**src/rtl/program_loader.sv**
```systemverilog
`timescale 1ns/1ps
// program_loader
//   Boot-time loader for the single-cycle CPU core. Receives a byte stream
//   (header N, then 4*N big-endian data bytes, optionally a checksum byte),
//   writes the assembled words into instruction memory from address 0 upward,
//   then releases the CPU reset. A level 'reload' puts the CPU back into reset
//   and restarts loading; instruction memory contents are left as they are.
//
//   Optional feature macro: LOADER_CHECKSUM_EN
//     When defined, a trailing checksum byte is expected. The load succeeds
//     only if (sum of data bytes + checksum) mod 256 == 0; otherwise ERR.
//
// Ports
//   clk        system clock, rising edge
//   rstn       asynchronous active-low reset
//   rx_data    incoming byte
//   rx_valid   rx_data valid
//   rx_ready   loader can accept a byte (decoded from state)
//   reload     level request to restart loading
//   rom_we     one-cycle instruction-memory write strobe
//   rom_addr   byte address of the write (multiple of 4)
//   rom_wdata  assembled instruction word
//   cpu_rstn   active-low reset to the CPU core
//   done       program loaded, CPU running
//   error      load rejected, CPU held in reset
module program_loader #(
    parameter int ROM_DEPTH  = 256,
    parameter int ADDR_WIDTH = 32
) (
    input  logic                  clk,
    input  logic                  rstn,
    input  logic [7:0]            rx_data,
    input  logic                  rx_valid,
    output logic                  rx_ready,
    input  logic                  reload,
    output logic                  rom_we,
    output logic [ADDR_WIDTH-1:0] rom_addr,
    output logic [31:0]           rom_wdata,
    output logic                  cpu_rstn,
    output logic                  done,
    output logic                  error
);

    localparam int MAX_WORDS = ROM_DEPTH / 4;

    localparam logic [2:0] S_IDLE  = 3'd0;
    localparam logic [2:0] S_LOAD  = 3'd1;
    localparam logic [2:0] S_FLUSH = 3'd2;
`ifdef LOADER_CHECKSUM_EN
    localparam logic [2:0] S_CHECK = 3'd3;
`endif
    localparam logic [2:0] S_RUN   = 3'd4;
    localparam logic [2:0] S_ERR   = 3'd5;

    logic [2:0]  state;
    logic [7:0]  word_cnt;   // N from the header
    logic [7:0]  word_idx;   // index of the word being assembled
    logic [1:0]  byte_cnt;   // byte position within the current word
    logic [23:0] shift_reg;  // previous three bytes of the current word
    logic        accept;

    assign accept = rx_valid & rx_ready;

`ifdef LOADER_CHECKSUM_EN
    logic [7:0] sum;
    logic [7:0] sum_next;
    // 8-bit wrap is the intended mod-256 arithmetic
    assign sum_next = sum + rx_data;
    assign rx_ready = (state == S_IDLE) || (state == S_LOAD) || (state == S_CHECK);
`else
    assign rx_ready = (state == S_IDLE) || (state == S_LOAD);
`endif

    always_ff @(posedge clk or negedge rstn) begin
        if (!rstn) begin
            state     <= S_IDLE;
            word_cnt  <= '0;
            word_idx  <= '0;
            byte_cnt  <= '0;
            shift_reg <= '0;
            rom_we    <= 1'b0;
            rom_addr  <= '0;
            rom_wdata <= '0;
            cpu_rstn  <= 1'b0;
            done      <= 1'b0;
            error     <= 1'b0;
`ifdef LOADER_CHECKSUM_EN
            sum       <= '0;
`endif
        end else begin
            rom_we <= 1'b0;
            // reload wins over any byte offered in the same cycle
            if (reload && state != S_IDLE) begin
                state    <= S_IDLE;
                word_idx <= '0;
                byte_cnt <= '0;
                cpu_rstn <= 1'b0;
                done     <= 1'b0;
                error    <= 1'b0;
`ifdef LOADER_CHECKSUM_EN
                sum      <= '0;
`endif
            end else begin
                case (state)
                    S_IDLE: begin
                        if (accept) begin
                            if (rx_data == 8'd0 || int'(rx_data) > MAX_WORDS) begin
                                state <= S_ERR;
                                error <= 1'b1;
                            end else begin
                                state    <= S_LOAD;
                                word_cnt <= rx_data;
                                word_idx <= '0;
                                byte_cnt <= '0;
`ifdef LOADER_CHECKSUM_EN
                                sum      <= '0;
`endif
                            end
                        end
                    end
                    S_LOAD: begin
                        if (accept) begin
                            shift_reg <= {shift_reg[15:0], rx_data};
                            byte_cnt  <= byte_cnt + 2'd1;
`ifdef LOADER_CHECKSUM_EN
                            sum       <= sum_next;
`endif
                            if (byte_cnt == 2'd3) begin
                                rom_we    <= 1'b1;
                                rom_wdata <= {shift_reg, rx_data};
                                rom_addr  <= ADDR_WIDTH'(word_idx) << 2;
                                word_idx  <= word_idx + 8'd1;
                                if (word_idx == word_cnt - 8'd1)
                                    state <= S_FLUSH;
                            end
                        end
                    end
                    // Final rom_we is high here; the CPU leaves reset only
                    // after this cycle so the last word is in memory first.
                    S_FLUSH: begin
`ifdef LOADER_CHECKSUM_EN
                        state <= S_CHECK;
`else
                        state    <= S_RUN;
                        cpu_rstn <= 1'b1;
                        done     <= 1'b1;
`endif
                    end
`ifdef LOADER_CHECKSUM_EN
                    S_CHECK: begin
                        if (accept) begin
                            if (sum_next == 8'd0) begin
                                state    <= S_RUN;
                                cpu_rstn <= 1'b1;
                                done     <= 1'b1;
                            end else begin
                                state <= S_ERR;
                                error <= 1'b1;
                            end
                        end
                    end
`endif
                    S_RUN:   state <= S_RUN;
                    S_ERR:   state <= S_ERR;
                    default: state <= S_IDLE;
                endcase
            end
        end
    end

endmodule
```
**config.mk**
```make
export PLATFORM = sky130hd
export DESIGN_NAME = program_loader
export DESIGN_NICKNAME = d
export VERILOG_FILES = /design/src/rtl/program_loader.sv
export SDC_FILE = /design/constraint.sdc
export NUM_CORES = 1
export LEC_CHECK = 0
export CORE_MARGIN = 2
export CORE_UTILIZATION = 26
export DETAILED_ROUTE_END_ITERATION = 12
export MAX_ROUTING_LAYER = met4
export PLACE_DENSITY = 0.47
export SYNTH_ARGS = -nofsm -noshare
export SYNTH_HDL_FRONTEND = slang
export SYNTH_SLANG_ARGS = --single-unit
```
**constraint.sdc**
```tcl
create_clock -name clk -period 2 [get_ports clk]
set_input_delay 0.6 -clock clk [delete_from_list [all_inputs] [get_ports clk]]
set_output_delay 0.6 -clock clk [all_outputs]
set_load 0.03 [all_outputs]
```
* Yosys cells after proc, flatten, opt, wreduce, memory -nomap -nowiden
Cells that the tools add are included.
Cells by class: add/subtract/negate cells 3, magnitude comparators 1, eq/ne operators 11, muxes and demuxes 28, bitwise gates (word level) 3, reductions and logical operators 19
Operators with widths (count):
- 2-to-1 mux 8 bit | 5
- 2-to-1 mux 3 bit | 6
- case mux 8 bit (2 select lines) | 1
- AND reduction 4 bit | 4
- case mux 3 bit (4 select lines) | 1
- 2-to-1 mux 1 bit | 10
- adder 8 x 1 -> 8 bit, second input constant | 1
- == test 8 bit | 1
- > comparator 8 x 7 -> 1 bit, second input constant | 1
- logical NOT 8 bit | 1
- 2-to-1 mux 2 bit | 4
- nonzero test 2 bit | 4
- subtractor 8 x 1 -> 8 bit, second input constant | 1
- == test 3 bit, second input constant | 2
- inequality test 3 x 1 -> 1 bit, second input constant | 2
- inequality test 3 x 2 -> 1 bit, second input constant | 2
- AND reduction 3 bit | 2
- nonzero test 3 bit | 2
- AND reduction 5 bit | 1
- case mux 2 bit (2 select lines) | 1
- == test 3 x 1 -> 1 bit, second input constant | 1
- == test 3 x 2 -> 1 bit, second input constant | 1
- logical NOT 3 bit | 1
- inequality test 3 bit, second input constant | 1
- 7 further kinds | 9
Word-level totals: flip-flop bits (word level) 88, input bits 12, output and inout port bits 69, word-level logic and storage cells 75

* Depth between registers and ports, before layout
Gate-level depths: netlist of run 1.
depth in word-level cells 7, mapped depth 9, gate-level depth less buffers 8

* Worst setup path before layout of run 1
Ideal clock, no wire load.
path type register to register, from register word_cnt[0], to register state[0], library setup time 124 ps, arrival time 1844 ps, required time 1876 ps, path slack 32 ps, stages on the path, launching flop included 10, path buffers 1, clock period less this slack 1968 ps, cell sequence dfrtp_1 inv_1 ha_1 clkbuf_1 xor2_1 o21ai_0 a21oi_1 nor4_1 o2111ai_1 o31a_1
Between the ends: word-level cells in the longest chain between the ends 4
Ends and longest elaborated chain:
- start: declaration | RTL line 56 | logic [7:0] word_cnt;
- start signal: assignment | RTL line 112 | word_cnt <= rx_data;
- subtractor 8 x 1 -> 8 bit | RTL line 133 | if (word_idx == word_cnt - 8'd1)
- == test 8 bit | RTL line 133
- inequality test 3 x 1 -> 1 bit (no source line)
- AND reduction 4 bit (no source line)
- end signal: assignment | RTL line 134 | state <= S_FLUSH;
- end signal: assignment | RTL line 144 | state <= S_RUN;
- end signal: assignment | RTL line 163 | S_RUN: state <= S_RUN;
- end: declaration | RTL line 55 | logic [2:0] state;
Every way passes these cells. A chain may end at the register's enable or synchronous reset.

* Worst setup path in the final report of run 1
from register rom_wdata[30], to output port rom_wdata[30]
RTL lines:
- start: declaration | RTL line 38 | output logic [31:0] rom_wdata,
- start signal: assignment | RTL line 130 | rom_wdata <= {shift_reg, rx_data};
No word-level cell between the ends.

==> results.md, run 1 <==
Placement:
- The placed standard-cell area is 0.005042 mm2.
- The cell total after placement is 692.
- The global placer's final weighted congestion is 0.8276.
- Detailed placement ended at an HPWL of 6676 um.
- The number of I/O port buffers is 56.

Clocking:
- The clock tree root buffer cell is clkbuf_16.
- The later pin in the worst-skew pair is clocked with a latency of 0.35 ns.
- The clock tree from TritonCTS is built.
- The register clock-pin slew on the reported worst setup and hold paths is 0.07 ns.
- The clock passes through at most 2 buffers.
- The total clock buffers created by CTS is 9.
- In this run the number of H-tree levels came out at 3.
- The tree built by TritonCTS fans out to 88 sinks.

Worst setup path:
- The setup slack of the most critical reg-to-reg path is 0.14 ns.
- STA classifies the critical path startpoint as a flop.
- In this run the critical register-to-register path is launched from word_cnt[3].
- The cell with the biggest individual delay on the critical path is clkdlybuf4s50_1.
- The critical path capture point type is an output pin.
- Together, buffers and inverters on the worst path number 1.
- The required time at the endpoint of the critical path is 1.40 ns.
- Traced cell by cell, the critical path runs through clkdlybuf4s50_1.
- Along the worst path, the maximum fanout reaches 2.
- The delay of the slowest critical-path stage is 0.67 ns.
- The kind of cell with the highest combined delay on the critical path is buffers and inverters.
- The critical path arrival is 1.36 ns.
- Measured in cells, the most critical reg-to-reg path has a length of 7.
- The endpoint identified for the worst register-to-register timing path is state[2].
- The setup path with the least slack is of type reg -> out.

Logic synthesis:
- The number of enable flip-flop cells after synthesis is 0.
- Summed over its instances, the top area cell type makes up 53.95% of the synthesized netlist area.
- The number of distinct standard cells referenced by the synthesized netlist is 45.
- Sorting the synthesized cells by area gives the leading types as dfrtp_1 (54%), nand2_1 (12%), buf_4 (5.3%).
- The most used flip-flop cell after synthesis is dfrtp_1.
- The mean instance size in the synthesized netlist is 10.08 um2.
- After synthesis the cells add up to 0.004081 mm2.
- The Yosys warning count is 0.
- The post-synthesis instance total is 405.
- The post-synthesis register bit count is 88.
- The fraction of the yosys area taken by sequential cells is 53.95%.
- After synthesis, the share of flip-flops with an asynchronous set or reset is 100.0%.
- The largest total area in the synthesized netlist belongs to dfrtp_1.

Timing:
- The tightest hold path in the finished design has a slack of 0.1512 ns.
- The final hold violation count is 0.
- At the pin with the least slew margin, the transition time is 0.7491 ns.
- The worst path uses 98.08% of the clock period.
- Setup violations remaining at the end of the flow were counted as 0.
- The worst path needs 1.962 ns of the cycle, external delays included.
- For the final database, setup skew stands at 0.008635 ns.
- Setup repair after global routing could not meet its margin everywhere.
- The highest achievable clock rate is 509.8 MHz.
- In this run the tightest slew margin relative to its limit is 49.63%.
- The max-slew violation count is 0.

Floorplan:
- The die covers 0.01672 mm2.
- Once the floorplan was initialized, standard cells occupied 26.75% of the core.
- The floorplan die height is 129.3 um.
- The area inside the core boundary is 0.01526 mm2.
- The initialized floorplan defines 45 standard-cell rows.
- The floorplan step set the die width to 129.3 um.
- The number of top-level pins is 81.

GRT:
- Entering global routing, the biggest net connects 39 pins.
- The first global-routing pass estimated 15,520 um of wire.
- The via count of the first global-routing pass is 3,116.
- After global routing the overflow that remains totals 0.
- The initial antenna violation count is 0.
- The all-layer global routing usage is 12.26%.

Layout:
- The share of the core filled with cells in the final layout is 36.02%.
- The net count reported at finish is 513.
- The number of antenna diodes in the final layout is 0.
- The register with the most flip-flops in the layout has 32 of them.
- The count of placed standard cells in the final layout, fillers left out is 714.
- The area growth from synthesis to layout is 34.67%.
- The cell area after layout is 0.005497 mm2.
- The share of final-layout standard cells stronger than drive strength 1 is 20.87%.

Flow run:
- Max-cap violations in this run came to 0.

Routing:
- The detail route stage leaves a number of antenna-violating nets equal to 0.
- The length of the first detailed-routing pass in iterations is 6.
- The final wirelength is 9327 um.
- For this run, design rule violations remaining after detail routing come to 0.
- The routed via count divided by cell count is 4.227.
- The average wire per cell in the routed design is 13.06 um.
- In this run, the number of DRC markers left after iteration 0 of detailed routing was 247.
- The via count of the routed design is 3,018.

Power:
- The power per cell area is 1038 mW/mm2.
- The analysis attributes to cell leakage a power of 3.244 nW.
- The worst-case IR drop observed on VDD is 0.0004178 V.

Min path:
- In this run the worst hold path is classified as in -> async.

Outcome:
- The flow ran to the end, and the final reports show no timing, DRC or antenna violations.
[synthesized netlist by cell type (4+ instances only)]
library cell and count:
nand2_1 132, dfrtp_1 88, buf_4 29, o21ai_0 18, mux2_2 15, nor2_1 15, mux2_4 11, buf_2 6
inv_1 6, xnor2_1 6, xor2_1 6, and3_1 5, nand3_1 5, a21oi_1 4, buf_6 4, clkbuf_1 4
nor2b_1 4, nor3_1 4, o31ai_1 4
[cell families after synthesis]
| group | count (synthesis) | share of synthesized area [%] |
|---|---|---|
| xor+xnor | 12 | 2.575 |
| other cells | 1 | 0.09188 |
| fa+ha+maj | 3 | 0.9198 |
| simple gates | 179 | 18.55 |
| buf+inv | 50 | 8.185 |
| mux | 27 | 8.430 |
| flops | 88 | 53.95 |
| compound gates | 45 | 7.297 |
[layout make-up]
class                   count  area, um2
well taps                 211      264.0
flip-flops and latches     88       2202
clock buffers              10      229.0
multi-input cells         290       1703
inverters                   7      26.28
repair buffers            102       1021
fillers                  1536       9762
clock inverters             6      51.30
[power by group]
part | switching (mW) | total [mW] | internal, mW
Clock | 0.729 | 1.59 | 0.860
Combinational | 0.899 | 1.69 | 0.787
Sequential | 0.292 | 2.43 | 2.14
Total | 1.92 | 5.71 | 3.79
[routing by layer]
| metal | track usage [%] | share of wire [%] | vias up | wire (um) |
|---|---|---|---|---|
| met3 | 3.716 | 5.2 | 13 | 487 |
| met4 | 4.284 | 1.9 | 0 | 180 |
| met1 | 15.00 | 45 | 1442 | 4188 |
| li1 | - | - | 1488 | - |
| met5 | - | 0 | - | 0 |
| met2 | 19.29 | 48 | 75 | 4471 |
[worst max path at each step]
stage | startpoint | endpoint | slack, ns | cells past startpoint
floorplan | word_cnt[0] | state[0] | 0.03 | 9
global placement | rx_valid | word_idx[3] | -0.60 | 8
detailed placement | rx_valid | word_idx[5] | -0.65 | 8
CTS | rom_wdata[10] | rom_wdata[10] | 0.0004 | 1
global route | word_cnt[1] | state[2] | -0.02 | 9
finish | rom_wdata[30] | rom_wdata[30] | 0.04 | 1
[layout by cell type (no fill, tap or decap), drive strengths merged, types with 7 or more instances in the layout]
cell type,instances
nand2,133
dlymetal6s2s,29
inv,9
conb,24
dlygate4sd2,18
dfrtp,88
nor2,15
clkdlybuf4s50,7
buf,48
mux2,26
o21ai,18
clkbuf,10
[timing repair]
action                                 4_1_cts  5_1_grt
pin swaps                                    4        5
resized for setup                           33       36
endpoints found under the hold margin        0        0
setup buffers                                6        0
hold buffers                                 0        0
setup endpoints to repair                   89       51
[stage by stage]
stage / power, mW / setup slack, ns / setup TNS, ns
final: 5.706 / 0.03840 / 0
after global placement: 4.032 / -0.5962 / -39.14
after CTS: 5.730 / 0.0003888 / 0
after global routing: 6.093 / -0.02195 / -0.02195
after floorplan: 3.462 / 0.03228 / 0
after detailed placement: 4.049 / -0.6477 / -40.03
Note: power is estimated with default switching activity, not from simulation.
==> run 2, diff against run 1 <==
--- a/config.mk
+++ b/config.mk
@@ -7,9 +7,11 @@
 export LEC_CHECK = 0
 export CORE_MARGIN = 2
 export CORE_UTILIZATION = 26
+export CTS_CLUSTER_DIAMETER = 100
 export DETAILED_ROUTE_END_ITERATION = 12
 export MAX_ROUTING_LAYER = met4
 export PLACE_DENSITY = 0.47
+export SLEW_MARGIN = 20
 export SYNTH_ARGS = -nofsm -noshare
 export SYNTH_HDL_FRONTEND = slang
 export SYNTH_SLANG_ARGS = --single-unit
==> constraint.sdc (replaced) <==
create_clock -name clk -period 1.8 [get_ports clk]
set_input_delay 0.54 -clock clk [delete_from_list [all_inputs] [get_ports clk]]
set_output_delay 0.54 -clock clk [all_outputs]
set_load 0.03 [all_outputs]
==> run 2 against run 1 <==
Sequential power is 14% higher; non-clock buffer count rose by 26; worst setup slack got worse by 0.076 ns; critical path type is now reg -> reg; the flow now finishes with violations (setup timing).
==> results.md, run 2 (same netlist as run 1, synthesis figures left out) <==
Power:
- The power per cell area is 1207 mW/mm2 (+16%).
- The fraction of power consumed by combinational cells was 34.6% (+5.1 points).
- The switching power summed over all nets is 2.533 mW (+32%).
- The cell-internal power is 4.938 mW (+30%).
- The sequential power share is 37.2% (-5.4 points).
- The leakage power came to 3.251 nW (+0.23%).
- The power share of the clock group is 28.2% (+0.4 points).
- The switching part of the total was 33.91% (+0.25 points).
- The worst IR drop on VDD is 0.0006039 V (+45%).

GRT:
- The via count of the first global-routing pass was 3,209 (+3.0%).
- The all-layer global routing usage is 13.42% (+1.2 points).
- The global-route wire length before repair is 16,840 um (+8.5%).
- The initial antenna violation count is 0 (unchanged).
- The total congestion overflow came to 0 (unchanged).
- The largest net degree at the start of global routing is 89 (+130%).

Floorplan:
- The floorplan die height was 129.3 um (unchanged).
- The die footprint came to 0.01672 mm2 (unchanged).
- The number of top-level pins came to 81 (unchanged).
- The area inside the core boundary is 0.01526 mm2 (unchanged).
- The site row count is 45 (unchanged).
- The initial cell density of the core was 26.75% (unchanged).
- The die span in x is 129.3 um (unchanged).

Placement:
- The half-perimeter wire length after placement came to 6657 um (-0.28%).
- The global placer's final weighted congestion came to 0.7866 (-5.0%).
- The worst setup slack before clock tree synthesis is -0.9086 ns (-0.2610 ns).
- The number of I/O port buffers is 56 (unchanged).

Worst setup path:
- The critical path arrival is 2.07 ns (+0.71 ns).
- The critical path capture point type is a flop.
- The type of origin of the critical path is a flop.
- The cell with the biggest individual delay on the critical path is or4_4.
- The kind of cell with the highest combined delay on the critical path is simple AND/OR/NAND/NOR gates.
- The critical-path maximum fanout came to 3 (+1).
- The worst path buffer plus inverter count is 0 (-1).
- The required time at the endpoint of the critical path is 2.03 ns (+0.63 ns).
- In this run the worst setup path begins at word_cnt[2].
- The worst register-to-register path begins at word_cnt[2].
- The worst setup path is of the reg -> reg kind.
- The signal on the critical path passes through nor2_2, nand2_1, or4_4, o311ai_4, o2111ai_4, o31a_1.
- The delay of the slowest critical-path stage is 0.53 ns (-0.14 ns).

Layout:
- The net count reported at finish is 542 (+5.7%).
- The share of the core filled with cells in the final layout is 40.56% (+4.5 points).
- The flip-flop count of the largest register, all copies and words added is 32 (unchanged).
- The commonest non-fill, non-tap cell in the layout is nand2_1.
- The share of final-layout standard cells stronger than drive strength 1 came to 37.22% (+16 points).
- In the layout the commonest cells are nand2_1 (99), dfrtp_1 (84), dlygate4sd2_1 (48), buf_4 (48), nand2_2 (26).
- The area growth from synthesis to layout is 51.62%.
- The antenna diode count is 0 (unchanged).

Clocking:
- The total clock buffers created by CTS is 9 (unchanged).
- The depth of the CTS H-tree was 3 (unchanged).
- The deepest clock path buffer count is 2 (unchanged).
- The register clock-pin slew on the reported worst setup and hold paths is 0.07 ns (about the same).
- The clock tree from TritonCTS is built.
- The clock latency on the worst-skew pair was 0.35 ns (about the same).
- The tree is rooted in a clkbuf_16.
- The count of hold buffers inserted by post-cts repair is 0 (unchanged).
- The total number of clock tree sinks is 88 (unchanged).

Routing:
- The DRC violations left is 0 (unchanged).
- The average wire per cell in the routed design is 14.47 um (+11%).
- The length of the first detailed-routing pass in iterations is 4 (-2).
- The via count of the routed design is 3,198 (+6.0%).
- The number of DRC violations after detailed-routing iteration 0 is 161 (-35%).
- The final wirelength is 10,750 um (+15%).
- The routed via count divided by cell count came to 4.304 (+1.8%).
- The number of nets still failing antenna checks after routing is 0 (unchanged).

Timing:
- Setup repair after global routing could not meet its margin everywhere.
- The share of the cycle needed by the critical path after routing is 102.1%.
- The count of endpoints failing setup in the final report is 20 (+20).
- The max-slew violation count came to 0 (unchanged).
- The worst slew margin relative to its limit is 55.87% (+6.2 points).
- The post-route worst setup slack is -0.03790 ns (-0.07630 ns).
- The setup skew after layout is 0.007631 ns (-0.001004 ns).
- The highest achievable clock rate is 544.1 MHz.
- Counting I/O delays and the setup requirement, the final critical path takes 1.838 ns.
- The slew at the pin with the worst max-slew slack is 0.6564 ns (-0.09270 ns).
- The final hold violation count is 0 (unchanged).

Outcome:
- The checks that failed: setup timing.
- The run finished, with violations left.

Flow run:
- The max-cap check violation count is 0 (unchanged).

Min path:
- The worst hold path belongs to the class in -> async.
## run 2: changes by cell type in the layout (fill, tap and decap cells not counted), sizes merged
cell / delta
clkinv: -1
clkbuf: +7
clkdlybuf4s15: +1
buf: +22
bufinv: +2
dlygate4sd2: +30
clkinvlp: -1
clkdlybuf4s50: -6
nand2: +3
dlymetal6s2s: -28
## run 2: final timing paths
kind                                       to  depth (start not counted)  slack (ns)
worst max-delay path                 state[0]                          6       -0.04
worst min-delay path            shift_reg[10]                          2        0.22
worst max register to register       state[0]                          6       -0.04
worst min register to register  rom_wdata[27]                          2        0.47
max in group asynchronous         word_cnt[3]                          2        1.19
min in group clk                rom_wdata[27]                          2        0.47
## run 2: layer usage
layer | vias up | global-route usage [%] | wire length, um
met1 | 1577 | 16.98 | 4824
met5 | - | - | 0
met4 | 0 | 4.092 | 137
met2 | 65 | 21.58 | 5417
met3 | 10 | 2.931 | 370
li1 | 1546 | - | -
## run 2: stage by stage
stage | std cells | TNS, ns | power, mW | instance area, um2 | hold slack [ns]
floorplan | 428 | -0.4169 | 3.870 | 4189 | 0.2444
global route | 743 | -2.491 | 7.902 | 6188 | 0.2740
global placement | 709 | -58.44 | 4.674 | 5177 | 0.4597
CTS | 733 | -0.4539 | 7.298 | 5831 | 0.2538
finish | 743 | -0.3399 | 7.471 | 6188 | 0.2185
detailed placement | 709 | -60.74 | 4.700 | 5177 | 0.4574
## run 2: repair_timing
action                                 in CTS  in global routing
resized for setup                         108                 77
endpoints found under the hold margin       0                  0
setup buffers                               7                  5
pin swaps                                  16                 43
gates cloned                                4                  7
setup endpoints to repair                 132                 66
## run 2: worst register-to-register path, delay by kind of cell (launching register included)
family / cells / cell delay (ns)
DFF: 1 / 0.44
and+or+nand+nor: 3 / 0.78
AOI/OAI and AO/OA: 3 / 0.52
## run 2: power groups by stage
stage / Sequential, mW / Combinational, mW / Clock, mW
2_1_floorplan: 2.71 / 1.16 / 0
3_3_place_gp: 2.70 / 1.97 / 0
3_5_place_dp: 2.71 / 1.99 / 0
4_1_cts: 2.69 / 2.44 / 2.17
5_1_grt: 2.84 / 2.82 / 2.25
6_report: 2.78 / 2.58 / 2.11
## run 2: final cells by class
| cell class | instances | area (um2) |
|---|---|---|
| clock inverters | 6 | 97.59 |
| clock buffers | 10 | 239.0 |
| inverters | 7 | 38.79 |
| multi-input cells | 293 | 2087 |
| repair buffers | 128 | 1255 |
| well taps | 211 | 264.0 |
| fillers | 1506 | 9070 |
| flip-flops and latches | 88 | 2207 |
==> run 3, diff against run 2 <==
--- a/config.mk
+++ b/config.mk
@@ -5,6 +5,7 @@
 export SDC_FILE = /design/constraint.sdc
 export NUM_CORES = 1
 export LEC_CHECK = 0
+export CORE_ASPECT_RATIO = 0.6
 export CORE_MARGIN = 2
 export CORE_UTILIZATION = 26
 export CTS_CLUSTER_DIAMETER = 100
==> run 3 against run 2 <==
The flow still finishes with violations (setup timing); flip-flop and latch count unchanged; combinational power decreased by 7%; design area decreased by 0.79%; power decreased by 4.5%; wire length increased by 2.9%.
==> results.md, run 3 (same netlist as run 1, synthesis figures left out) <==
Clocking:
- TritonCTS built the clock tree.
- The register clock-pin slew on the reported worst setup and hold paths came to 0.06 ns (about the same).
- The depth of the CTS H-tree is 3 (unchanged).
- The deepest clock path buffer count came to 2 (unchanged).
- The clock latency on the worst-skew pair is 0.34 ns (about the same).
- The total clock buffers created by CTS is 9 (unchanged).
- The cell sitting at the root of the clock tree is a clkbuf_16.
- The count of hold buffers inserted by post-cts repair is 0 (unchanged).
- The total number of clock tree sinks is 88 (unchanged).

Min path:
- The path class of the lowest-slack min-delay path is in -> async.

GRT:
- The global-route wire length before repair is 16,930 um (+0.49%).
- The initial antenna violation count is 0 (unchanged).
- The largest net degree at the start of global routing came to 50 (-44%).
- The via count of the first global-routing pass came to 3,111 (-3.1%).
- The all-layer global routing usage is 13.35% (-0.076 points).
- The total congestion overflow is 0 (unchanged).

Placement:
- The placed standard-cell area came to 0.005192 mm2 (+0.29%).
- The number of I/O port buffers came to 56 (unchanged).
- The half-perimeter wire length after placement is 7570 um (+14%).
- The global placer's final weighted congestion is 0.8775 (+12%).

Floorplan:
- The area inside the core boundary came to 0.01533 mm2 (+0.45%).
- The initial cell density of the core is 26.63% (-0.12 points).
- The die footprint was 0.01675 mm2 (+0.20%).
- The site row count is 35 (-22%).
- The number of top-level pins was 81 (unchanged).
- The floorplan die height came to 101.1 um (-22%).
- The die span in x is 165.8 um (+28%).

Timing:
- The count of endpoints failing setup in the final report is 47 (+140%).
- The highest achievable clock rate was 497.7 MHz (-8.5%).
- The slew at the pin with the worst max-slew slack came to 0.6039 ns (-0.05249 ns).
- The final hold violation count is 0 (unchanged).
- The max-slew violation count is 0 (unchanged).
- The shortest period the worst path allows is 2.009 ns (+0.1714 ns).
- The share of the cycle needed by the critical path after routing is 111.6% (+9.5 points).
- The setup skew after layout is 0.005535 ns (-0.002096 ns).
- Setup repair after global routing could not meet its margin everywhere.
- The post-route worst setup slack is -0.2093 ns (-0.1714 ns).
- The worst slew margin relative to its limit was 59.40% (+3.5 points).
- The worst hold slack is 0.02404 ns (-0.1945 ns).

Power:
- The power per cell area is 1162 mW/mm2 (-3.8%).
- The leakage power is 3.367 nW (+3.6%).
- The worst IR drop on VDD came to 0.0006134 V (+1.6%).

Worst setup path:
- The worst register-to-register path ends at state[0].
- The critical-path maximum fanout was 5 (+2).
- The critical path ends at state[0].
- The worst setup path is captured at a flop.
- The setup slack of the most critical reg-to-reg path is -0.21 ns (-0.17 ns).
- The required time at the endpoint of the critical path is 2.02 ns (about the same).
- The type of origin of the critical path is a flop.
- The number of cell instances on the worst register-to-register path is 8 (+2).
- The worst register-to-register path begins at word_cnt[2].
- The path type of the worst setup path is reg -> reg.
- The critical path arrival is 2.23 ns (+0.16 ns).
- The source of the critical timing path is word_cnt[2].

Layout:
- The area growth from synthesis to layout is 50.43%.
- The flip-flop count of the largest register, all copies and words added is 32 (unchanged).
- The share of final-layout standard cells stronger than drive strength 1 is 40.82% (+3.6 points).
- The net count reported at finish was 544 (+0.37%).
- The commonest non-fill, non-tap cell in the layout is dfrtp_1.
- The cell area after layout was 0.006140 mm2 (-0.79%).
- The share of the core filled with cells in the final layout is 40.06% (-0.50 points).
- The antenna diode count is 0 (unchanged).
- The top cell types in the final layout, fill and taps aside, are dfrtp_1 (86), nand2_1 (78), buf_4 (53), dlygate4sd2_1 (46), nand2_2 (35).

Routing:
- The number of nets still failing antenna checks after routing came to 0 (unchanged).
- The via count of the routed design is 3,202 (+0.13%).
- The length of the first detailed-routing pass in iterations is 4 (unchanged).
- The number of DRC violations after detailed-routing iteration 0 was 139 (-14%).
- The final wirelength is 11,060 um (+2.9%).
- The average wire per cell in the routed design is 15.01 um (+3.8%).
- The routed via count divided by cell count is 4.345 (+0.94%).
- The DRC violations left is 0 (unchanged).

Outcome:
- The final reports fail on setup timing.
- The flow ran to the end, but the final reports show violations.

Flow run:
- The max-cap check violation count is 0 (unchanged).
-- run 3: where the power goes --
| group | internal, mW | switching [mW] | leakage, nW | total, mW |
|---|---|---|---|---|
| Clock | 1.08 | 0.795 | 0.139 | 1.88 |
| Sequential | 2.38 | 0.469 | 1.18 | 2.85 |
| Combinational | 1.18 | 1.22 | 2.05 | 2.41 |
-- run 3: worst min path at each step --
stage | start | endpoint | slack (ns) | cells past startpoint
6_report | rstn | done | 0.02 | 1
2_1_floorplan | rstn | byte_cnt[0] | 0.24 | 0
3_5_place_dp | rstn | rom_addr[5] | 0.38 | 1
4_1_cts | rstn | done | 0.02 | 1
3_3_place_gp | rstn | done | 0.38 | 1
5_1_grt | rstn | done | 0.02 | 1
-- run 3: area by class of cell --
| type | count | area [um2] |
|---|---|---|
| flip-flops and latches | 88 | 2205 |
| clock inverters | 6 | 67.56 |
| inverters | 7 | 30.03 |
| repair buffers | 133 | 1262 |
| fillers | 1494 | 9188 |
| multi-input cells | 290 | 2092 |
| well taps | 203 | 254.0 |
| clock buffers | 10 | 229.0 |
-- run 3: repair_timing --
item / 4_1_cts / 5_1_grt
gates resized for setup: 85 / 129
pin swaps: 17 / 57
endpoints found under the setup margin: 132 / 67
cloned: 0 / 5
setup buffers: 7 / 4
-- run 3: through the flow --
stage                     power (mW)  setup slack (ns)  TNS (ns)  std cells
after floorplan                3.870           -0.1121   -0.4169        428
after global placement         4.620           -0.7294    -49.71        706
after detailed placement       4.659           -0.8069    -53.10        706
after CTS                      6.690           -0.2108   -0.3278        729
after global routing           7.543           -0.2734    -5.041        737
final                          7.133           -0.2093    -2.206        737
-- run 3: critical path, cell delays in order, from the launching register on --
cell and delay (ns):
dfrtp_2 0.44, buf_4 0.15, o31ai_4 0.25, nand3_2 0.17, a2bb2oi_2 0.20, o311ai_4 0.08, o2111ai_2 0.18, buf_4 0.19
o31a_1 0.23
-- run 3: per-layer routing --
layer	vias to the layer above	share of wire, %	GRT usage, %
li1	1552	-	-
met1	1554	54	19.93
met2	85	40	17.75
met3	11	5.2	2.984
met4	0	1.0	3.880
met5	-	0	-
